**src/rtl/cpu_ctrl_pkg.sv**
```systemverilog
// Shared encodings for the cpu run/step sequencer and the panel command encoder.
package cpu_ctrl_pkg;

    localparam logic [1:0] CMD_RESET = 2'd0;
    localparam logic [1:0] CMD_RUN   = 2'd1;
    localparam logic [1:0] CMD_STEP  = 2'd2;
    localparam logic [1:0] CMD_STOP  = 2'd3;

    localparam logic [2:0] STOP_NONE       = 3'd0;
    localparam logic [2:0] STOP_RESET_DONE = 3'd1;
    localparam logic [2:0] STOP_HALT       = 3'd2;
    localparam logic [2:0] STOP_BREAK      = 3'd3;
    localparam logic [2:0] STOP_CMD_STOP   = 3'd4;
    localparam logic [2:0] STOP_STEPS_DONE = 3'd5;

    typedef enum logic [1:0] {
        RESET = 2'd0,
        RUN   = 2'd1,
        STEP  = 2'd2,
        STOP  = 2'd3
    } cmd_e;

    typedef enum logic [2:0] {
        SR_NONE       = 3'd0,
        SR_RESET_DONE = 3'd1,
        SR_HALT       = 3'd2,
        SR_BREAK      = 3'd3,
        SR_CMD_STOP   = 3'd4,
        SR_STEPS_DONE = 3'd5
    } stop_reason_e;

    typedef enum logic [2:0] {
        ST_RESET_HI = 3'd0,
        ST_RESET_LO = 3'd1,
        ST_STOPPED  = 3'd2,
        ST_TICK_HI  = 3'd3,
        ST_TICK_LO  = 3'd4
    } state_e;

    typedef enum logic {
        MODE_RUN  = 1'b0,
        MODE_STEP = 1'b1
    } mode_e;

    // Post-tick stop decision, highest priority first.
    function automatic stop_reason_e tick_stop_reason(input logic halt, input logic brk,
                                                      input logic stop_req, input logic steps_done);
        if (halt)            return SR_HALT;
        else if (brk)        return SR_BREAK;
        else if (stop_req)   return SR_CMD_STOP;
        else if (steps_done) return SR_STEPS_DONE;
        else                 return SR_NONE;
    endfunction

endpackage

```
**src/rtl/cpu_run_ctrl.sv**
```systemverilog
// Run/step sequencer: drives the 8-bit core's clock and reset as single clean pulses
// and stops the core on halt, breakpoint, step exhaustion or operator STOP.
module cpu_run_ctrl
    import cpu_ctrl_pkg::*;
#(
    parameter int unsigned PC_WIDTH    = 8,
    parameter int unsigned CNT_WIDTH   = 16,
    parameter int unsigned RESET_TICKS = 2
) (
    input  logic                 clk,
    input  logic                 rst,
    input  logic                 cmd_valid,
    input  logic [1:0]           cmd,
    input  logic [CNT_WIDTH-1:0] cmd_arg,
    output logic                 cmd_ready,
    input  logic                 bp_en,
    input  logic [PC_WIDTH-1:0]  bp_addr,
    input  logic                 cpu_halt,
    input  logic [PC_WIDTH-1:0]  cpu_pc,
    output logic                 cpu_clk,
    output logic                 cpu_rst,
    output logic                 running,
    output logic [2:0]           stop_reason,
    output logic [CNT_WIDTH-1:0] cycle_count
);

    localparam int unsigned TICK_W = (RESET_TICKS < 2) ? 1 : $clog2(RESET_TICKS + 1);
    localparam logic [TICK_W-1:0]    TICK_LOAD = TICK_W'(RESET_TICKS);
    localparam logic [CNT_WIDTH-1:0] CNT_MAX   = '1;

    state_e                 state;
    mode_e                  mode;
    logic [TICK_W-1:0]      tick_cnt;
    logic [CNT_WIDTH-1:0]   steps_left;
    logic                   stop_req;

    logic                   stop_cmd_c;
    logic                   brk_hit_c;
    logic                   steps_done_c;
    stop_reason_e           reason_c;

    assign stop_cmd_c   = cmd_valid && (cmd == CMD_STOP);
    assign brk_hit_c    = bp_en && (cpu_pc == bp_addr);
    assign steps_done_c = (mode == MODE_STEP) && (steps_left == '0);
    assign reason_c     = tick_stop_reason(cpu_halt, brk_hit_c, stop_req, steps_done_c);

    always_ff @(posedge clk) begin
        if (rst) begin
            state       <= ST_RESET_HI;
            tick_cnt    <= TICK_LOAD;
            cpu_rst     <= 1'b1;
            cpu_clk     <= 1'b0;
            cmd_ready   <= 1'b0;
            running     <= 1'b0;
            stop_reason <= SR_NONE;
            cycle_count <= '0;
            steps_left  <= '0;
            mode        <= MODE_RUN;
            stop_req    <= 1'b0;
        end else begin
            case (state)
                ST_RESET_HI: begin
                    cpu_rst <= 1'b1;
                    cpu_clk <= 1'b1;
                    state   <= ST_RESET_LO;
                end

                ST_RESET_LO: begin
                    cpu_clk  <= 1'b0;
                    tick_cnt <= tick_cnt - TICK_W'(1);
                    // A zero load is treated like one so the core always sees a reset edge.
                    if (tick_cnt <= TICK_W'(1)) begin
                        state       <= ST_STOPPED;
                        cpu_rst     <= 1'b0;
                        cmd_ready   <= 1'b1;
                        stop_reason <= SR_RESET_DONE;
                        cycle_count <= '0;
                    end else begin
                        state <= ST_RESET_HI;
                    end
                end

                ST_STOPPED: begin
                    if (cmd_valid) begin
                        case (cmd_e'(cmd))
                            RESET: begin
                                state       <= ST_RESET_HI;
                                tick_cnt    <= TICK_LOAD;
                                cpu_rst     <= 1'b1;
                                cmd_ready   <= 1'b0;
                                stop_reason <= SR_NONE;
                            end
                            RUN: begin
                                state       <= ST_TICK_HI;
                                mode        <= MODE_RUN;
                                cpu_clk     <= 1'b1;
                                running     <= 1'b1;
                                cmd_ready   <= 1'b0;
                                stop_reason <= SR_NONE;
                            end
                            STEP: begin
                                state       <= ST_TICK_HI;
                                mode        <= MODE_STEP;
                                steps_left  <= (cmd_arg == '0) ? CNT_WIDTH'(1) : cmd_arg;
                                cpu_clk     <= 1'b1;
                                running     <= 1'b1;
                                cmd_ready   <= 1'b0;
                                stop_reason <= SR_NONE;
                            end
                            default: ;
                        endcase
                    end
                end

                ST_TICK_HI: begin
                    cpu_clk <= 1'b0;
                    state   <= ST_TICK_LO;
                    if (cycle_count != CNT_MAX)
                        cycle_count <= cycle_count + CNT_WIDTH'(1);
                    if (mode == MODE_STEP && steps_left != '0)
                        steps_left <= steps_left - CNT_WIDTH'(1);
                    if (stop_cmd_c)
                        stop_req <= 1'b1;
                end

                ST_TICK_LO: begin
                    // Core outputs have settled a full cycle after its clock edge.
                    if (reason_c != SR_NONE) begin
                        state       <= ST_STOPPED;
                        stop_reason <= reason_c;
                        stop_req    <= 1'b0;
                        cmd_ready   <= 1'b1;
                        running     <= 1'b0;
                    end else begin
                        state   <= ST_TICK_HI;
                        cpu_clk <= 1'b1;
                        if (stop_cmd_c)
                            stop_req <= 1'b1;
                    end
                end

                default: begin
                    state    <= ST_RESET_HI;
                    tick_cnt <= TICK_LOAD;
                    cpu_rst  <= 1'b1;
                    cpu_clk  <= 1'b0;
                    running  <= 1'b0;
                end
            endcase
        end
    end

endmodule

```
**config.mk**
```make
export PLATFORM = sky130hd
export DESIGN_NAME = cpu_run_ctrl
export DESIGN_NICKNAME = d
export VERILOG_FILES = /design/src/rtl/cpu_ctrl_pkg.sv /design/src/rtl/cpu_run_ctrl.sv
export SDC_FILE = /design/constraint.sdc
export NUM_CORES = 1
export LEC_CHECK = 0
export CAP_MARGIN = 10
export CELL_PAD_IN_SITES_DETAIL_PLACEMENT = 2
export CELL_PAD_IN_SITES_GLOBAL_PLACEMENT = 2
export CORE_UTILIZATION = 29
export DETAILED_ROUTE_END_ITERATION = 12
export PLACE_DENSITY_LB_ADDON = 0.25
export SYNTH_ARGS = -nofsm -noshare
export SYNTH_HDL_FRONTEND = slang
export SYNTH_SLANG_ARGS = --single-unit
```
**constraint.sdc**
```tcl
create_clock -name clk -period 2.5 [get_ports clk]
set_clock_uncertainty 0.2 [all_clocks]
set_input_delay 0.375 -clock clk [delete_from_list [all_inputs] [get_ports clk]]
set_output_delay 0.375 -clock clk [all_outputs]
set_load 0.005 [all_outputs]
```
==> impl_metrics.json <==
{
  "clock_latency_ns": 0.31,
  "post-route-min-period_ns": 2.258,
  "setup_viol": 0,
  "hp-start": "stop_reason[1]",
  "grt_overflow": 0,
  "critPathLaunchType": "flip-flop",
  "place_inst": 528,
  "area_growth_pct": 32.42,
  "hold_violations": 0,
  "status": "completed",
  "critPathKind": "reg2reg",
  "hold_class": "reg2reg",
  "combPwrFrac": 0.290,
  "clk_path_buf_depth": 2,
  "yosys_most_used_dff": "dfxtp_1",
  "place_area_um2": 3596,
  "cts_tree": "built",
  "synthesis.nets": 384,
  "seqPwrFrac": 0.435,
  "cp.required_ns": 2.55,
  "fin_area_um2": 3690,
  "synthArstFlopShare": 0,
  "r2r.worst_path.cells": 8,
  "setup.worst_path.end_class": "flip-flop",
  "fin_setup_tns_ns": 0,
  "die_area_um2": 10000,
  "start_util": 0.3001,
  "cts_made_buffers": 5,
  "p_int_mw": 1.226,
  "r2r_slack_ns": 0.24,
  "yosys_warnings": 0,
  "num_vias": 2753,
  "diodes": 0,
  "grt_use_total": 0.1850,
  "yosys.area.top_type_share": 0.3305,
  "max_slew.worst_pin.slew_ns": 0.5344,
  "drt_pass1_iterations": 4,
  "cts.htree.levels": 2,
  "multi_input_area_um2": 1725,
  "drive_gt1_frac": 0.1229,
  "detail_route.vias_per_cell": 5.136,
  "max_cap_viol_count": 0,
  "ctsHoldBuffers": 0,
  "drt-initial-drc-count": 33,
  "die_w_um": 100.0,
  "io_buffer_count": 61,
  "ir_worst_vdd_mv": 0.2194,
  "drc": 0,
  "postCtsSetupBuffers": 0,
  "clock-sinks": 46,
  "leakage_nw": 1.296,
  "swShare": 0.3360,
  "r2r-start": "steps_left[0]",
  "fin_cells": 536,
  "worst_hold_slack_ns": 0.2916,
  "coreArea_um2": 9284,
  "synth.avg_cell_area_um2": 8.244,
  "rows": 35,
  "die_h_um": 100.0,
  "dpl.hpwl_mm": 6.759,
  "hold_depth": 2,
  "seqCellArea_um2": 920.9,
  "yosysTopAreaCell": "dfxtp_1",
  "wire_per_inst_um": 16.32,
  "synth_seq_area_share": 0.3305,
  "nFillCells": 1096,
  "p_per_area_nw_per_um2": 500.2,
  "grt_max_degree": 31,
  "grt_pass1_vias": 2993,
  "yosys-top-cells-area": "dfxtp_1 33%, nor2_1 5.7%, a21oi_1 5.2%",
  "arrival_ns": 2.31,
  "ios": 62,
  "postRouteAntennaNets": 0,
  "path_max_fanout": 4,
  "r2r-end": "steps_left[10]",
  "wl_mm": 8.747,
  "min_delay_worst_endpoint": "stop_reason[1]",
  "syn_inst": 338,
  "antenna_found_initial": 0,
  "ys_types": 60,
  "grt_pass1_wl_mm": 14.77,
  "clockRootBuffer": "clkbuf_8",
  "layout.nets": 452,
  "slew_headroom": 0.6399,
  "synth-seq-cells": 46,
  "synth_area_um2": 2786,
  "gp_routability_congestion": 0.8129,
  "fmax_mhz": 442.8,
  "p_switching_mw": 0.6201,
  "max_stage_delay_ns": 0.49,
  "synth_edf_count": 0,
  "crit_slowest_cell": "or3b_2",
  "slew_viol_final": 0,
  "post-route-period-util": 0.9034,
  "power_frac_clock": 0.275,
  "rsz0062_at_grt": "no",
  "cts_resized": 0,
  "path_clk_slew_ns": 0.10,
  "path_cells": "inv_1 > ha_1 > or3b_2 > nor3_2 > and2_1 > nand3_1 > a21o_1 > a21oi_1"
}
power by group through the flow:
stage                     Sequential, mW  Clock, mW  Combinational, mW
after floorplan                    0.814          0              0.318
after global placement             0.817          0              0.521
after detailed placement           0.821          0              0.538
after CTS                          0.804      0.530              0.542
after global routing               0.809      0.548              0.592
final                              0.803      0.507              0.535
layer usage:
layer / GRT usage / up-vias / routed length (um) / share of wire
met2: 0.3342 / 36 / 4272 / 0.49
met3: 0.02507 / 7 / 202 / 0.023
met5: 0 / - / 0 / 0
li1: - / 1357 / - / -
met4: 0.04794 / 0 / 115 / 0.013
met1: 0.2311 / 1353 / 4157 / 0.48
metrics by stage:
step           utilization  worst slack [ns]  total power, mW
6_report            0.3974            0.2415            1.846
2_1_floorplan            -            0.4440            1.132
4_1_cts             0.3974            0.2225            1.875
3_5_place_dp        0.3873            0.1501            1.359
3_3_place_gp        0.3873            0.2346            1.338
5_1_grt             0.3974           0.08581            1.949
logic make-up after synthesis:
| family | count (synthesis) | synth area share |
|---|---|---|
| xor+xnor | 22 | 0.06915 |
| fa+ha+maj | 7 | 0.03143 |
| compound gates | 93 | 0.2429 |
| buf+inv | 28 | 0.05029 |
| flops | 46 | 0.3305 |
| simple gates | 140 | 0.2685 |
| mux | 2 | 0.007185 |
synth_stat cells (all sizes together), types with 3 or more instances:
| cell | number |
|---|---|
| a211oi | 11 |
| a21oi | 29 |
| a22o | 4 |
| a31oi | 5 |
| and3 | 8 |
| buf | 10 |
| clkbuf | 6 |
| dfxtp | 46 |
| ha | 7 |
| inv | 12 |
| nand2 | 31 |
| nand2b | 5 |
| nand3 | 13 |
| nand4 | 10 |
| nor2 | 42 |
| nor2b | 5 |
| nor3 | 10 |
| nor4 | 4 |
| o21ai | 23 |
| o22ai | 3 |
| xnor2 | 10 |
| xor2 | 12 |
worst max-delay path by stage:
| stage | start | endpoint | slack (ns) | cells past startpoint |
|---|---|---|---|---|
| after floorplan | cycle_count[0] | cycle_count[15] | 0.44 | 8 |
| after global placement | cmd[0] | steps_left[3] | 0.23 | 7 |
| after detailed placement | bp_addr[5] | cmd_ready | 0.15 | 7 |
| after CTS | steps_left[0] | steps_left[10] | 0.22 | 8 |
| after global routing | steps_left[0] | steps_left[10] | 0.09 | 8 |
| final | steps_left[0] | steps_left[10] | 0.24 | 8 |
layout by cell type, fill, tap and decap left out, types with 12 or more instances in the layout:
cell type / count
a21oi_1: 29
buf_4: 15
clkdlybuf4s50_1: 61
dfxtp_1: 46
inv_1: 12
nand2_1: 31
nand3_1: 13
nor2_1: 42
o21ai_0: 14
xor2_1: 12
worst max-delay path: cells and delay by family (launching register included):
kind,cells,cell delay [ns]
compound gates,2,0.31
simple gates,4,1.03
flops,1,0.35
buf+inv,1,0.12
fa+ha+maj,1,0.19
sequential cells by signal (all words and copies together) (netlist names):
| name | count |
|---|---|
| state | 3 |
| mode | 1 |
| steps_left | 16 |
| stop_reason | 3 |
| running | 1 |
| cpu_rst | 1 |
| cmd_ready | 1 |
| cycle_count | 16 |
| tick_cnt | 2 |
| cpu_clk | 1 |
| stop_req | 1 |
final cells by class:
type                       instances  area share
multi-input combinational        264      0.4676
sequential                        46      0.2496
timing repair buffer              77      0.2014
tap                              129     0.04374
clock buffer                       5     0.01865
inverter                          12     0.01221
clock inverter                     3    0.006782
Note: power is estimated with default switching activity, not from simulation.
